`src/rtl/ensemble_vote_tally.sv`:
```
// Majority-vote tally over NUM_NETS ensemble members with valid/ready result output.
// Optional macro ENSEMBLE_MARGIN_EN adds runner_up_count and low_margin outputs.
module ensemble_vote_tally #(
  parameter  int unsigned NUM_NETS    = 20,
  parameter  int unsigned NUM_CLASSES = 18,
  parameter  int unsigned LABEL_W     = 5,
  parameter  int unsigned MIN_MARGIN  = 2,
  localparam int unsigned NET_W       = $clog2(NUM_NETS),
  localparam int unsigned CNT_W       = $clog2(NUM_NETS + 1)
) (
  input  logic               clk,
  input  logic               rst,
  input  logic               trans_start,
  input  logic               all_nets_finished,
  input  logic [NUM_NETS-1:0] net_enable,
  output logic [NET_W-1:0]   label_rd_addr,
  input  logic [LABEL_W-1:0] label_rd_data,
  output logic               ensemble_request,
  output logic               busy,
  output logic               winner_valid,
  input  logic               winner_ready,
  output logic [LABEL_W-1:0] winner_ID,
  output logic [CNT_W-1:0]   winner_count,
`ifdef ENSEMBLE_MARGIN_EN
  output logic [CNT_W-1:0]   runner_up_count,
  output logic               low_margin,
`endif
  output logic               label_err
);

  localparam logic [CNT_W-1:0]   LAST_T = CNT_W'(NUM_NETS);
  localparam logic [CNT_W-1:0]   LAST_A = CNT_W'(NUM_NETS - 1);
  localparam logic [LABEL_W-1:0] LAST_S = LABEL_W'(NUM_CLASSES - 1);

  typedef enum logic [2:0] {S_IDLE, S_WAIT, S_TALLY, S_SCAN, S_OUT} state_t;

  state_t             state_q;
  logic [CNT_W-1:0]   tcnt_q;
  logic [NET_W-1:0]   addr_q;
  logic               pend_q;
  logic [LABEL_W-1:0] scnt_q;
  logic [CNT_W-1:0]   score_q [NUM_CLASSES];
  logic [CNT_W-1:0]   max_q, max_d;
  logic [LABEL_W-1:0] best_q, best_d;
  logic [LABEL_W-1:0] win_id_q;
  logic [CNT_W-1:0]   win_cnt_q;
  logic               err_q;
  logic               label_ok;
  logic [CNT_W-1:0]   cur;
`ifdef ENSEMBLE_MARGIN_EN
  logic [CNT_W-1:0]   sec_q, sec_d;
  logic [CNT_W-1:0]   ru_q;
  logic               low_q;
`endif

  assign label_ok = (32'(label_rd_data) < NUM_CLASSES);
  assign cur      = score_q[scnt_q];

  always_comb begin
    max_d  = max_q;
    best_d = best_q;
`ifdef ENSEMBLE_MARGIN_EN
    sec_d  = sec_q;
`endif
    // Strict compare keeps the lowest class index on ties.
    if (cur > max_q) begin
`ifdef ENSEMBLE_MARGIN_EN
      sec_d  = max_q;
`endif
      max_d  = cur;
      best_d = scnt_q;
    end
`ifdef ENSEMBLE_MARGIN_EN
    else if (cur > sec_q) begin
      sec_d = cur;
    end
`endif
  end

  always_ff @(posedge clk) begin
    if (rst) begin
      state_q   <= S_IDLE;
      tcnt_q    <= '0;
      addr_q    <= '0;
      pend_q    <= 1'b0;
      scnt_q    <= '0;
      max_q     <= '0;
      best_q    <= '0;
      win_id_q  <= '0;
      win_cnt_q <= '0;
      err_q     <= 1'b0;
`ifdef ENSEMBLE_MARGIN_EN
      sec_q     <= '0;
      ru_q      <= '0;
      low_q     <= 1'b0;
`endif
      for (int unsigned i = 0; i < NUM_CLASSES; i++) score_q[i] <= '0;
    end else begin
      case (state_q)
        S_IDLE: begin
          if (trans_start) begin
            state_q <= S_WAIT;
            err_q   <= 1'b0;
          end
        end
        S_WAIT: begin
          if (all_nets_finished) begin
            state_q <= S_TALLY;
            tcnt_q  <= '0;
            addr_q  <= '0;
            pend_q  <= 1'b0;
          end
        end
        S_TALLY: begin
          // Enable is captured alongside the address; the vote lands when the data returns.
          pend_q <= (tcnt_q < LAST_T) && net_enable[addr_q];
          if (pend_q) begin
            if (label_ok) score_q[label_rd_data] <= score_q[label_rd_data] + 1'b1;
            else          err_q <= 1'b1;
          end
          if (tcnt_q == LAST_T) begin
            state_q <= S_SCAN;
            scnt_q  <= '0;
            max_q   <= '0;
            best_q  <= '0;
            addr_q  <= '0;
`ifdef ENSEMBLE_MARGIN_EN
            sec_q   <= '0;
`endif
          end else begin
            tcnt_q <= tcnt_q + 1'b1;
            addr_q <= (tcnt_q >= LAST_A) ? '0 : addr_q + 1'b1;
          end
        end
        S_SCAN: begin
          score_q[scnt_q] <= '0;
          max_q  <= max_d;
          best_q <= best_d;
`ifdef ENSEMBLE_MARGIN_EN
          sec_q  <= sec_d;
`endif
          if (scnt_q == LAST_S) begin
            state_q   <= S_OUT;
            win_id_q  <= best_d;
            win_cnt_q <= max_d;
`ifdef ENSEMBLE_MARGIN_EN
            ru_q  <= sec_d;
            low_q <= (32'(max_d - sec_d) < MIN_MARGIN);
`endif
          end else begin
            scnt_q <= scnt_q + 1'b1;
          end
        end
        S_OUT: begin
          if (winner_ready) state_q <= S_IDLE;
        end
        default: state_q <= S_IDLE;
      endcase
    end
  end

  assign label_rd_addr    = addr_q;
  assign ensemble_request = (state_q == S_IDLE);
  assign busy             = (state_q != S_IDLE);
  assign winner_valid     = (state_q == S_OUT);
  assign winner_ID        = win_id_q;
  assign winner_count     = win_cnt_q;
  assign label_err        = err_q;
`ifdef ENSEMBLE_MARGIN_EN
  assign runner_up_count  = ru_q;
  assign low_margin       = low_q;
`endif

endmodule

```
`config.mk`:
```
export PLATFORM = sky130hd
export DESIGN_NAME = ensemble_vote_tally
export DESIGN_NICKNAME = d
export VERILOG_FILES = /design/src/rtl/ensemble_vote_tally.sv
export SDC_FILE = /design/constraint.sdc
export NUM_CORES = 1
export LEC_CHECK = 0
export ABC_AREA = 1
export BUFFER_PORTS_ARGS = -buffer_cell sky130_fd_sc_hd__clkbuf_2
export CAP_MARGIN = 20
export CORE_UTILIZATION = 60
export CTS_BUF_LIST = sky130_fd_sc_hd__clkbuf_16
export CTS_CLUSTER_SIZE = 20
export DETAILED_ROUTE_END_ITERATION = 8
export PLACE_DENSITY = 0.78
export SYNTH_ARGS = -nofsm -noshare
export SYNTH_HDL_FRONTEND = slang
export SYNTH_SLANG_ARGS = --single-unit
```
`constraint.sdc`:
```
create_clock -name clk -period 3.4 [get_ports clk]
set_input_delay 0.34 -clock clk [delete_from_list [all_inputs] [get_ports clk]]
set_output_delay 0.34 -clock clk [all_outputs]
set_load 0.01 [all_outputs]
```
; ---- Yosys cells after proc, flatten, opt, wreduce, memory -nomap -nowiden
; Memory sizes are Yosys's and may differ from the RTL's. A register that Yosys moved wholly into a read port is not among the register bits.
; Cells that the tools add are included.
[totals]
mem_bits_rw = 90
mem_count = 1
output_inout_bits = 19
input_bits = 30
reg_bits = 40
word_cells = 95
[memory_table]
columns = memory, depth, width, rd, rd_ports_with_merged_regs, wr, line
row1 = score_q, 18, 5, 2, 1, 18, 42  ; logic [CNT_W-1:0] score_q [NUM_CLASSES];
[classes]
mux = 45
magnitude_cmp = 5
eq_ne = 15
addsub = 4
n_reduce_logical = 15
[op_table]
columns = cell, n
row1 = $mux W5, 14
row2 = $pmux W5 S2, 5
row3 = $add A5 B1 Y5 const B, 4
row4 = $mux W1, 17
row5 = $ne A2 B2 Y1 const B, 8
row6 = $mux W3, 5
row7 = $pmux W3 S5, 1
row8 = $eq A5 B5 Y1 const B, 2
row9 = $lt A5 B5 Y1 const B, 2
row10 = $reduce_or A5 Y1, 2
row11 = $eq A3 B2 Y1 const B, 2
row12 = $lt A5 B6 Y1 const B, 1
row13 = $reduce_and A2 Y1, 3
row14 = $reduce_and A3 Y1, 2
row15 = $reduce_bool A2 Y1, 3
row16 = $bmux W1 S5, 1
row17 = $ge A5 B5 Y1 const B, 1
row18 = $gt A5 B5 Y1, 1
row19 = $reduce_and A5 Y1, 1
row20 = $pmux W1 S2, 2
row21 = $reduce_and A4 Y1, 1
row22 = $eq A3 B1 Y1 const B, 1
row23 = $eq A3 B3 Y1 const B, 1
row24 = $logic_not A3 Y1, 1
row25 = 3 further kinds, 3

; ---- Longest topological paths before layout
[logic_depth]
word_depth = 9
mapped_depth = 23
ltp_nobuf = 20

; ---- Worst setup path before layout
; Ideal clock, no wire load.
[synth_timing]
path_kind = register to register
start = reg (tool-made name)
end = reg win_id_q[2] (netlist: winner_ID[2])
setup_slack_ns = 0.502
stages_incl_launch_ff = 23
arrival_time_ns = 2.781
synth_period_minus_slack_ns = 2.898
setup_ns = 0.116
required_ns = 3.284
cell_sequence = dfxtp_1 -> inv_1 -> clkbuf_1 -> clkbuf_1 -> a21oi_1 -> o21ai_0 -> o211ai_1 -> nand3_1 -> nand3_1 -> nand2_1 -> inv_1 -> ha_1 -> nand2_1 -> inv_1 -> o21bai_1 -> nand3_1 -> nand2_1 -> clkbuf_1 -> nand2_1 -> o21ai_0 -> nand2_1 -> o211ai_1 -> inv_1
[synth_rtl]
columns = element, line
row1 = "end signal, assigned", 144  ; win_id_q <= best_d;
row2 = "end, declared", 45  ; logic [LABEL_W-1:0] win_id_q;

==> impl_metrics.py <==
metrics = {
    "place": {
        "post-dp-hpwl_um": 21500,
        "placed_area_sq_um": 11900,
        "placed_cells": 1671,
        "place_congestion": 0.940,
        "io_buffer_count": 48,
    },
    "die": {
        "coreArea_sq_um": 18100,
        "die_h_um": 139,
        "ios": 49,
        "rows": 49,
        "die_w_um": 139,
        "start_util": 0.619,
        "die_area_sq_um": 19300,
    },
    "final_layout": {
        "instances_no_fill": 1711,
        "synthToLayoutAreaGrowth_pct": 13.3,
        "drive_above_1_share": 0.113,
        "num-nets-final": 1507,
        "fin_area_sq_um": 12700,
        "diodes": 0,
        "final_util": 0.701,
    },
    "grt": {
        "grt_util_all_layers": 0.330,
        "grt_overflow": 0,
        "grt_pass1_vias": 9543,
        "grt_start_max_net_pins": 57,
        "antenna_found_initial": 0,
        "grt_pass1_wl_um": 49900,
    },
    "synthesis": {
        "synth-seq-cells": 205,
        "ys_async_sr_fraction": 0,
        "synth_top_family_by_area": "simple AND/OR/NAND/NOR gates",
        "synth_ff_type": "edfxtp_1",
        "postSynthCellCount": 1420,
        "synth_cell_types": 37,
        "synth_compound_area_frac": 0.130,
        "yosysMostFrequentCell": "nand2_1",
        "synthTopCellsByArea": "edfxtp_1 (43%), nand2_1 (10%), dfxtp_1 (8.0%), nand3_1 (7.3%), nor2_1 (7.0%)",
        "synth.yosys.seq_area_share": 0.508,
        "yosys-top-cells-count": "nand2_1 (299), nor2_1 (208), nand3_1 (163)",
        "synth-edff-count": 160,
        "yosysTopAreaCellShare": 0.428,
        "synth_fa_ha_area_frac": 0.0123,
        "synth_xor_xnor_area_share": 0.00156,
        "netlist_area_sq_um": 11200,
        "muxShareOfSynthArea": 0,
        "yosysTopAreaCell": "edfxtp_1",
        "yosys.area_share.simple": 0.261,
        "synth_nets": 1461,
        "yosys_warnings": 0,
        "syn_avg_cell_area_sq_um": 7.91,
    },
    "drt": {
        "drc": 2,
        "wl_per_cell_um": 18.6,
        "drt_wl_total_um": 31900,
        "num_vias": 10300,
        "viasPerCell": 6.04,
        "ant_nets": 0,
        "drt_iter0_markers": 1308,
        "dr.pass1.iters": 9,
    },
    "worst_setup_path": {
        "crit_path_end_kind": "register",
        "critPathKind": "register to register",
        "start_kind": "register",
        "crit_arrival_ns": 3.62,
        "crit_fanout": 48,
        "required_ns": 3.80,
    },
    "clocking": {
        "clockBufferDepth": 3,
        "clkSinkCount": 205,
        "cts-htree-levels": 1,
        "cts.clk_slew.worst_paths_ns": 0.07,
        "clk_latency_ns": 0.51,
        "cts_tree": "done",
        "ctsHoldBuffers": 0,
        "cts_buffers": 22,
        "cts_setup_buffers": 0,
        "cts_root_buf": "clkbuf_16",
    },
    "sta": {
        "rsz0062_at_grt": "no",
        "clock.fmax_ghz": 0.310,
        "post-route-period-util": 0.947,
        "setup_tns_ns": 0,
        "max_slew_margin": 0.511,
        "finalSetupViolations": 0,
        "skew_ns": 0.0105,
        "hold_violations": 0,
        "fin_hold_ws_ns": 0.113,
        "min_period_ns": 3.22,
        "worstMarginPinSlew_ns": 0.731,
        "slew_violations": 0,
    },
    "min_path": {
        "min_path_type": "input port to register",
        "hold_start": "winner_ready",
    },
    "power": {
        "power_density_nw_per_um2": 527,
        "leakage_nw": 5.27,
        "ir_drop_mv": 0.569,
    },
    "run_status": {
        "status": "complete, but fails checks",
        "violations": "DRC",
    },
    "flow_run": {
        "maxCapViolCount": 0,
    },
}
==> routing by layer <==
metal  routed length (um)  GRT usage  vias to the layer above
li1                     -          -                     4828
met3                 3760     0.0628                      112
met2                14200      0.512                      662
met1                12800      0.462                     4737
met5                    0          0                        -
met4                 1130      0.125                        0
==> critical path, stage by stage (launching register included) <==
cell and delay, ns:
dfxtp_2 0.35, buf_12 0.20, o21ai_0 0.18, a21oi_1 0.07, o31ai_1 0.49, nand3_1 0.23, nand2_1 0.11, inv_1 0.04
ha_1 0.26, nand2_1 0.06, nor2_1 0.16, nand2_1 0.13, nand3_1 0.17, nand2_4 0.14, o21ai_0 0.28, nand2_1 0.09
o211ai_1 0.08, inv_1 0.05
==> repair_timing <==
item                                    in CTS  in global routing
hold endpoints to repair                     0                  0
resized for setup                            0                  4
endpoints found under the setup margin       0                 18
==> final timing paths <==
kind	to	cells past startpoint	slack (ns)
worst max-delay path	winner_ID[0]$_SDFFE_PP0P_	17	0.18
worst min-delay path	state_q[2]$_SDFFE_PP0P_	4	0.11
worst max register to register	winner_ID[0]$_SDFFE_PP0P_	17	0.18
worst min register to register	best_q[2]$_SDFFE_PP0P_	2	0.48
==> layout make-up <==
cell class                 instances  area [sq um]
inverter                         168           636
fill                            1445          5420
timing repair buffer              99           698
tap                              229           287
multi-input combinational        970          4550
clock inverter                    14           198
sequential                       205          5710
clock buffer                      26           651
==> cell families (layout without fill, tap and decap cells) <==
| group | after synthesis | count (layout) |
|---|---|---|
| AOI/OAI and AO/OA | 259 | 259 |
| adders and majority gates | 11 | 11 |
| DFF | 205 | 205 |
| xor gates and xnor gates | 2 | 2 |
| and+or+nand+nor | 698 | 698 |
| buffers and inverters | 245 | 307 |
==> sequential cells by signal (all words and copies together) (netlist names), named ones only <==
name	count
score_q	160
state_q	3
best_q	5
winner_ID	5
label_err	1
winner_count	5
max_q	5
tcnt_q	5
label_rd_addr	5
scnt_q	5
pend_q	1
==> where the power goes <==
part	leakage, nW	total, mW	switching, mW	internal, mW
combinational	3.03	1.09	0.745	0.347
sequential	1.84	2.86	0.0813	2.78
clock	0.408	2.76	1.01	1.75
==> metrics by stage <==
step                total power [mW]  setup WS (ns)
floorplan                       3.63          0.502
global placement                3.93          0.248
detailed placement              3.95          0.164
CTS                             6.68          0.101
global route                    6.92         0.0306
finish                          6.71          0.179
==> cells in the final DEF (no fill, tap or decap), types with 2 or more instances in the layout <==
cell	instances
edfxtp_1	160
nor2_2	3
xor2_1	2
nand2_2	5
inv_1	155
ha_1	11
o31ai_1	4
nor3_1	5
nand2_1	298
o21ai_0	132
clkinvlp_4	3
buf_4	45
inv_2	11
nand3_1	163
nand4_1	6
clkinv_2	2
inv_4	2
dfxtp_1	44
nand3_2	2
o22ai_1	9
nor2_4	3
bufinv_16	5
o211ai_1	35
nor2_1	208
clkbuf_16	26
a22oi_1	3
clkbuf_2	47
buf_12	6
o221ai_1	2
clkinv_1	4
o22ai_4	2
a21oi_1	69
Power figures use the tool's default switching activity.
